### src/rtl/mem_arbiter_pkg.sv
// Shared definitions for the memory-port arbiter: access-mode encodings,
// arbiter state and grant enumerations, and the watchdog counter width helper.
package mem_arbiter_pkg;

    // Access-mode encoding carried on d_mode / mem_mode.
    localparam logic [2:0] MODE_B  = 3'b000;
    localparam logic [2:0] MODE_H  = 3'b001;
    localparam logic [2:0] MODE_W  = 3'b010;
    localparam logic [2:0] MODE_BU = 3'b100;
    localparam logic [2:0] MODE_HU = 3'b101;

    typedef enum logic [1:0] {
        ARB_IDLE,
        ARB_BUSY_I,
        ARB_BUSY_D
    } arb_state_e;

    typedef enum logic {
        GNT_I,
        GNT_D
    } grant_e;

    // Watchdog counter width: enough to hold TIMEOUT, never narrower than 1 bit.
    function automatic int unsigned wd_width(input int unsigned timeout);
        int unsigned w;
        w = (timeout == 0) ? 1 : $clog2(timeout + 1);
        return (w < 1) ? 1 : w;
    endfunction

endpackage

### src/rtl/arb_watchdog.sv
// Busy-cycle watchdog for the memory arbiter.
//   clk_i     clock
//   rst_i     synchronous active-high reset
//   en_i      a transaction is in flight
//   clear_i   restart the count (held while the arbiter is idle)
//   tick_i    a busy cycle passed without memory completion
//   expire_o  this is the last busy cycle the transaction is allowed
// TIMEOUT = 0 disables the watchdog entirely.
module arb_watchdog
    import mem_arbiter_pkg::*;
#(
    parameter int unsigned TIMEOUT = 255
) (
    input  logic clk_i,
    input  logic rst_i,
    input  logic en_i,
    input  logic clear_i,
    input  logic tick_i,
    output logic expire_o
);

    localparam int unsigned CW = wd_width(TIMEOUT);
    localparam logic [CW-1:0] LAST = CW'((TIMEOUT == 0) ? 0 : TIMEOUT - 1);

    logic [CW-1:0] cnt_q, cnt_d;

    always_comb begin
        expire_o = (TIMEOUT != 0) && en_i && (cnt_q == LAST);
        cnt_d    = cnt_q;
        if (clear_i) begin
            cnt_d = '0;
        end else if ((TIMEOUT != 0) && tick_i && !expire_o) begin
            // Expiry ends the transaction, so the count never wraps.
            cnt_d = cnt_q + CW'(1);
        end
    end

    always_ff @(posedge clk_i) begin
        if (rst_i) begin
            cnt_q <= '0;
        end else begin
            cnt_q <= cnt_d;
        end
    end

endmodule

### src/rtl/mem_arbiter.sv
// Round-robin arbiter sharing the core's single memory port between
// instruction fetch (I, read-only) and the load/store unit (D, read/write).
// One transaction in flight at a time; attributes are registered at grant.
//   clk, rst                 clock, synchronous active-high reset
//   i_req/i_addr             fetch request and address
//   i_rdata/i_ready/i_err    fetch data, completion pulse, timeout-abort pulse
//   d_req/d_wen/d_mode/...   LSU request, store enable, access mode, address, data
//   d_rdata/d_ready/d_err    load data, completion pulse, timeout-abort pulse
//   mem_*                    memory-side transaction interface
module mem_arbiter
    import mem_arbiter_pkg::*;
#(
    parameter int unsigned XLEN    = 32,
    parameter int unsigned TIMEOUT = 255
) (
    input  logic            clk,
    input  logic            rst,
    input  logic            i_req,
    input  logic [XLEN-1:0] i_addr,
    output logic [XLEN-1:0] i_rdata,
    output logic            i_ready,
    output logic            i_err,
    input  logic            d_req,
    input  logic            d_wen,
    input  logic [2:0]      d_mode,
    input  logic [XLEN-1:0] d_addr,
    input  logic [XLEN-1:0] d_wdata,
    output logic [XLEN-1:0] d_rdata,
    output logic            d_ready,
    output logic            d_err,
    output logic            mem_req,
    output logic            mem_wen,
    output logic [2:0]      mem_mode,
    output logic [XLEN-1:0] mem_addr,
    output logic [XLEN-1:0] mem_dat_o,
    input  logic [XLEN-1:0] mem_dat_i,
    input  logic            mem_ready
);

    arb_state_e      state_q, state_d;
    grant_e          last_q, last_d;
    logic            mem_wen_q, mem_wen_d;
    logic [2:0]      mem_mode_q, mem_mode_d;
    logic [XLEN-1:0] mem_addr_q, mem_addr_d;
    logic [XLEN-1:0] mem_dat_q, mem_dat_d;

    logic busy;
    logic wd_expire;
    logic gnt_i;
    logic gnt_d;

    assign busy = (state_q != ARB_IDLE);

    arb_watchdog #(
        .TIMEOUT (TIMEOUT)
    ) u_watchdog (
        .clk_i    (clk),
        .rst_i    (rst),
        .en_i     (busy),
        .clear_i  (!busy),
        .tick_i   (busy && !mem_ready),
        .expire_o (wd_expire)
    );

    // On a tie, the port that did not win last time gets the grant.
    assign gnt_d = d_req && (!i_req || (last_q == GNT_I));
    assign gnt_i = i_req && (!d_req || (last_q == GNT_D));

    // Requester-side responses; mem_ready only matters while busy, and a
    // same-cycle completion suppresses the timeout abort.
    always_comb begin
        mem_req   = busy;
        mem_wen   = mem_wen_q;
        mem_mode  = mem_mode_q;
        mem_addr  = mem_addr_q;
        mem_dat_o = mem_dat_q;
        i_ready   = mem_ready && (state_q == ARB_BUSY_I);
        d_ready   = mem_ready && (state_q == ARB_BUSY_D);
        i_err     = wd_expire && !mem_ready && (state_q == ARB_BUSY_I);
        d_err     = wd_expire && !mem_ready && (state_q == ARB_BUSY_D);
        i_rdata   = i_ready ? mem_dat_i : '0;
        d_rdata   = d_ready ? mem_dat_i : '0;
    end

    always_comb begin
        state_d    = state_q;
        last_d     = last_q;
        mem_wen_d  = mem_wen_q;
        mem_mode_d = mem_mode_q;
        mem_addr_d = mem_addr_q;
        mem_dat_d  = mem_dat_q;
        unique case (state_q)
            ARB_IDLE: begin
                if (gnt_d) begin
                    state_d    = ARB_BUSY_D;
                    last_d     = GNT_D;
                    mem_wen_d  = d_wen;
                    mem_mode_d = d_mode;
                    mem_addr_d = d_addr;
                    mem_dat_d  = d_wdata;
                end else if (gnt_i) begin
                    state_d    = ARB_BUSY_I;
                    last_d     = GNT_I;
                    mem_wen_d  = 1'b0;
                    mem_mode_d = MODE_W;
                    mem_addr_d = i_addr;
                    // Fetches never write; drop stale store data.
                    mem_dat_d  = '0;
                end
            end
            ARB_BUSY_I, ARB_BUSY_D: begin
                // Always return to IDLE: no back-to-back grants.
                if (mem_ready || wd_expire) begin
                    state_d = ARB_IDLE;
                end
            end
            default: state_d = ARB_IDLE;
        endcase
    end

    always_ff @(posedge clk) begin
        if (rst) begin
            state_q    <= ARB_IDLE;
            last_q     <= GNT_I;
            mem_wen_q  <= 1'b0;
            mem_mode_q <= '0;
            mem_addr_q <= '0;
            mem_dat_q  <= '0;
        end else begin
            state_q    <= state_d;
            last_q     <= last_d;
            mem_wen_q  <= mem_wen_d;
            mem_mode_q <= mem_mode_d;
            mem_addr_q <= mem_addr_d;
            mem_dat_q  <= mem_dat_d;
        end
    end

endmodule

### config.mk
export PLATFORM = sky130hd
export DESIGN_NAME = mem_arbiter
export DESIGN_NICKNAME = d
export VERILOG_FILES = /design/src/rtl/mem_arbiter_pkg.sv /design/src/rtl/arb_watchdog.sv /design/src/rtl/mem_arbiter.sv
export SDC_FILE = /design/constraint.sdc
export NUM_CORES = 1
export LEC_CHECK = 0
export BUFFER_PORTS_ARGS = -buffer_cell sky130_fd_sc_hd__buf_2
export CORE_AREA = 2 2 107 109
export DETAILED_ROUTE_END_ITERATION = 10
export DIE_AREA = 0 0 109 111
export HOLD_SLACK_MARGIN = 0.15
export PLACE_DENSITY = 0.71
export SLEW_MARGIN = 20
export SYNTH_ARGS = -nofsm -noshare
export SYNTH_HDL_FRONTEND = slang
export SYNTH_SLANG_ARGS = --single-unit
### constraint.sdc
create_clock -name clk -period 1.5 [get_ports clk]
set_input_delay 0.15 -clock clk [delete_from_list [all_inputs] [get_ports clk]]
set_output_delay 0.15 -clock clk [all_outputs]
set_load 0.005 [all_outputs]
==> results.txt <==
Derived from the worst setup path, the maximum achievable clock frequency is 0.598 GHz. The largest area contributor in the netlist is sky130_fd_sc_hd__dfxtp_1. The leakage power of the design was 0.00345 uW. In this run the power density over the cells is 998 mW/mm^2. CTS placed an instance of sky130_fd_sc_hd__clkbuf_16 at the clock tree root.

Final period demand of the worst path: 1670 ps. By area the synthesized netlist is led by sky130_fd_sc_hd__dfxtp_1, sky130_fd_sc_hd__and3_1, sky130_fd_sc_hd__mux2i_1. At the worst endpoint, the arrival time is 1520 ps.

The global placer's final weighted congestion is 0.782, and the async set or reset register ratio after synthesis is 0. The core region area is 0.0111 mm^2. The number of I/O port buffers was 273; the final number of max-transition violations was 0. The worst-case IR drop observed on VDD is 0.514 mV. Of all nets on the critical path, the largest fanout is 3. The delay of the slowest cell on the worst path is 330 ps, and the final critical-path share of the clock period is 1.11. The floorplan step defined a die boundary enclosing 0.0121 mm^2. Cell with the largest stage delay on the worst path: sky130_fd_sc_hd__dfxtp_2.

The run gives 0.427 as the sequential-to-total area share from yosys stat. The tools report the buffer depth of the longest clock path as 2. Leaving out filler cells and counting taps, the final layout contains 887. The total number of H-tree levels was 3.

Among all cell types in the netlist, the one instantiated most often is sky130_fd_sc_hd__dfxtp_1. Setup repair after global routing could not meet its margin everywhere. The number of antenna violations at the first check in global routing is 3. The run gives 0.334 as the initial standard-cell utilization of the core. The logs give 0 for the final antenna-violating net count and 14,100 um for the wire length after detailed routing. Setup violations remaining at the end of the flow were counted as 71. Share of cells above drive strength 1: 0.497. The beginning of the worst register-to-register path was state_q[1]$_SDFFE_PP0P_.

The type of destination of the critical path was an output pin. In this run the critical register-to-register path is captured at u_watchdog.cnt_q[3]$_SDFFE_PP0P_. The run gives -85.1 ps as the pre-CTS worst setup slack. Global routing finished with a remaining overflow of 0. The detailed router finished its first iteration with 337 violations. Entering global routing, the biggest net connects 45 pins. The sequential standard cell area was 0.00159 mm^2; the transition time of the tightest slew-check pin was 410 ps.

The logs give 160 ps for the worst-case hold slack and 0 for the total DRC errors in the routed layout. The kind of path behind the tightest hold check is in -> reg. In the routed layout, each cell is associated on average with a via count of 4.97. In this run, synthesis inferred 0 flip-flops with an integrated enable.

For the global-route wire length before repair, the log shows 19,900 um. The logs give 0.587 for the final cell utilization of the core and 9240 um for the post-DP HPWL. The number of nets handed over by synthesis was 563.

Clock-pin slew was measured on the worst setup and hold paths at 60 ps. The area share of the largest cell type after synthesis came out at 0.427. At the later pin of the worst-skew pair, clock insertion delay measures 330 ps. In this run the register-to-register setup slack is -60 ps.

Dividing the detail-routed wire length by the instance count gives 15.9 um. During synthesis, Yosys emitted a total of 0 warnings. Endpoint of the worst hold path: mem_addr[19]$_SDFFE_PP0P_. At the worst endpoint, the required time is 1350 ps.

The number of global-route vias before repair is 4,166. The flip-flop cell with the highest count after synthesis was sky130_fd_sc_hd__dfxtp_1. The number of violations of the max-capacitance limit was 0; the clock sink total was 79. The layout has 971 filler cells. The detailed router placed 4,412 vias in this run. Area of the mapped netlist: 0.00370 mm^2.

A synthesized cell averages 8.80 um^2. Type of the worst setup path: reg -> out. For the number of placed instances with taps included, the log shows 818.

For the cell count after synthesis, the log shows 421. Counting instances in the post-synthesis netlist gives the leading cell types as sky130_fd_sc_hd__dfxtp_1, sky130_fd_sc_hd__nor2_1, sky130_fd_sc_hd__and3_1. The pre-antenna-repair detailed-routing pass consisted of 4 iterations.

Traced cell by cell, the critical path runs through inv_2 -> ha_4 -> and4b_2 -> nand2_2 -> nor3b_2 -> buf_2. Measured along the x axis, the die boundary spans 109 um. The die outline height was 111 um; the worst slew slack as a fraction of its limit was 0.726.

The multi-input logic area is 0.00211 mm^2. TritonCTS built the clock tree. In this run, CTS created clock tree buffers numbering 9. The clock skew after layout is 5.64 ps, and the number of nets in the final layout is 879. The launch point of the worst hold path is i_addr[19]. Number of rows in the core area: 39. Yosys mapped the design onto 39 distinct sky130hd cell types. The global router's overall resource usage was 0.208; the relative area change from synthesis to final layout was 75.6%. The cell count of the worst hold path works out to 3.

The logs give -171 ps for the worst setup margin and 274 for the number of top-level pins. The checks that failed: setup timing. Counting cells, the worst reg-to-reg path comes to 7.

The count of endpoints failing hold in the final timing report came out at 0. The flow ran to the end, but the final reports show violations. The worst setup path is launched from a register. Synthesis inferred 79 register bits.
==> power breakdown <==
group	switching [uW]	internal, uW	total [uW]
clock network	843	1280	2120
registers	124	2320	2450
logic	914	1010	1920
total	1880	4610	6500
==> critical path, delay by kind of cell (launching register included) <==
kind | cells | cell delay [ps]
flip-flops | 1 | 330
AND/OR/NAND/NOR | 3 | 510
buffers and inverters | 2 | 190
adder cells (fa/ha/maj) | 1 | 160
==> worst max path at each step <==
stage                             from                         to  slack (ps)  cells after the start
2_1_floorplan  state_q[0]$_SDFFE_PP0P_    state_q[1]$_SDFFE_PP0P_         -70                      7
3_3_place_gp   state_q[1]$_SDFFE_PP0P_                      d_err          10                      6
3_5_place_dp   state_q[0]$_SDFFE_PP0P_  mem_addr[23]$_SDFFE_PP0P_         -90                      8
4_1_cts        state_q[0]$_SDFFE_PP0P_                      i_err        -180                      6
5_1_grt        state_q[1]$_SDFFE_PP0P_                      i_err        -260                      6
6_report       state_q[1]$_SDFFE_PP0P_                      d_err        -170                      6
==> per-layer routing <==
metal,part of all wire,vias up,GRT usage
li1,-,2149,-
met1,0.36,2044,0.208
met2,0.55,194,0.401
met3,0.068,23,0.0370
met4,0.020,2,0.0932
met5,0.00078,-,0
==> cells by family after synthesis <==
group,share of synthesized area
adder cells (fa/ha/maj),0.0169
AO/OA/AOI/OAI,0.172
AND/OR/NAND/NOR,0.227
flip-flops,0.427
buffers and inverters,0.0588
XOR/XNOR,0.0118
multiplexers,0.0865
==> layout make-up <==
cell class / instances / area share
repair buffers: 347 / 0.354
multi-input cells: 292 / 0.324
flip-flops and latches: 79 / 0.244
clock buffers: 10 / 0.0352
well taps: 143 / 0.0275
clock inverters: 6 / 0.00942
inverters: 8 / 0.00500
diodes: 2 / 0.000769
==> state kept, by name (all words and copies together) (netlist names) <==
| register | count |
|---|---|
| mem_addr | 32 |
| mem_dat_o | 32 |
| u_watchdog.cnt_q | 8 |
| mem_mode | 3 |
| state_q | 2 |
| last_q | 1 |
| mem_wen | 1 |
==> repair_timing <==
action                                  4_1_cts  5_1_grt
endpoints found under the setup margin      105      128
hold endpoints to repair                     38        0
pin swaps                                     5       10
cloned                                        3        6
hold buffers                                 38        0
gates resized for setup                      13       37
setup buffers                                 2        3
==> placed cells by master (no fill, tap or decap), types with 5 or more instances in the layout <==
cell / instances
sky130_fd_sc_hd__a211oi_1: 23
sky130_fd_sc_hd__buf_12: 8
sky130_fd_sc_hd__buf_4: 18
sky130_fd_sc_hd__and3_1: 61
sky130_fd_sc_hd__dfxtp_1: 76
sky130_fd_sc_hd__clkbuf_16: 15
sky130_fd_sc_hd__a22oi_2: 5
sky130_fd_sc_hd__a211oi_2: 10
sky130_fd_sc_hd__a22oi_1: 30
sky130_fd_sc_hd__buf_2: 270
sky130_fd_sc_hd__dlygate4sd3_1: 38
sky130_fd_sc_hd__nor2_1: 74
sky130_fd_sc_hd__mux2i_1: 32
sky130_fd_sc_hd__inv_1: 5
==> stage by stage <==
stage / power (uW) / TNS (ps) / area, um^2
3_3_place_gp: 3900 / 0 / 5350
4_1_cts: 6290 / -5450 / 6160
6_report: 6500 / -5950 / 6510
2_1_floorplan: 3250 / -93.2 / 3710
5_1_grt: 6820 / -12460 / 6500
3_5_place_dp: 3950 / -1680 / 5350
Power figures use the tool's default switching activity.
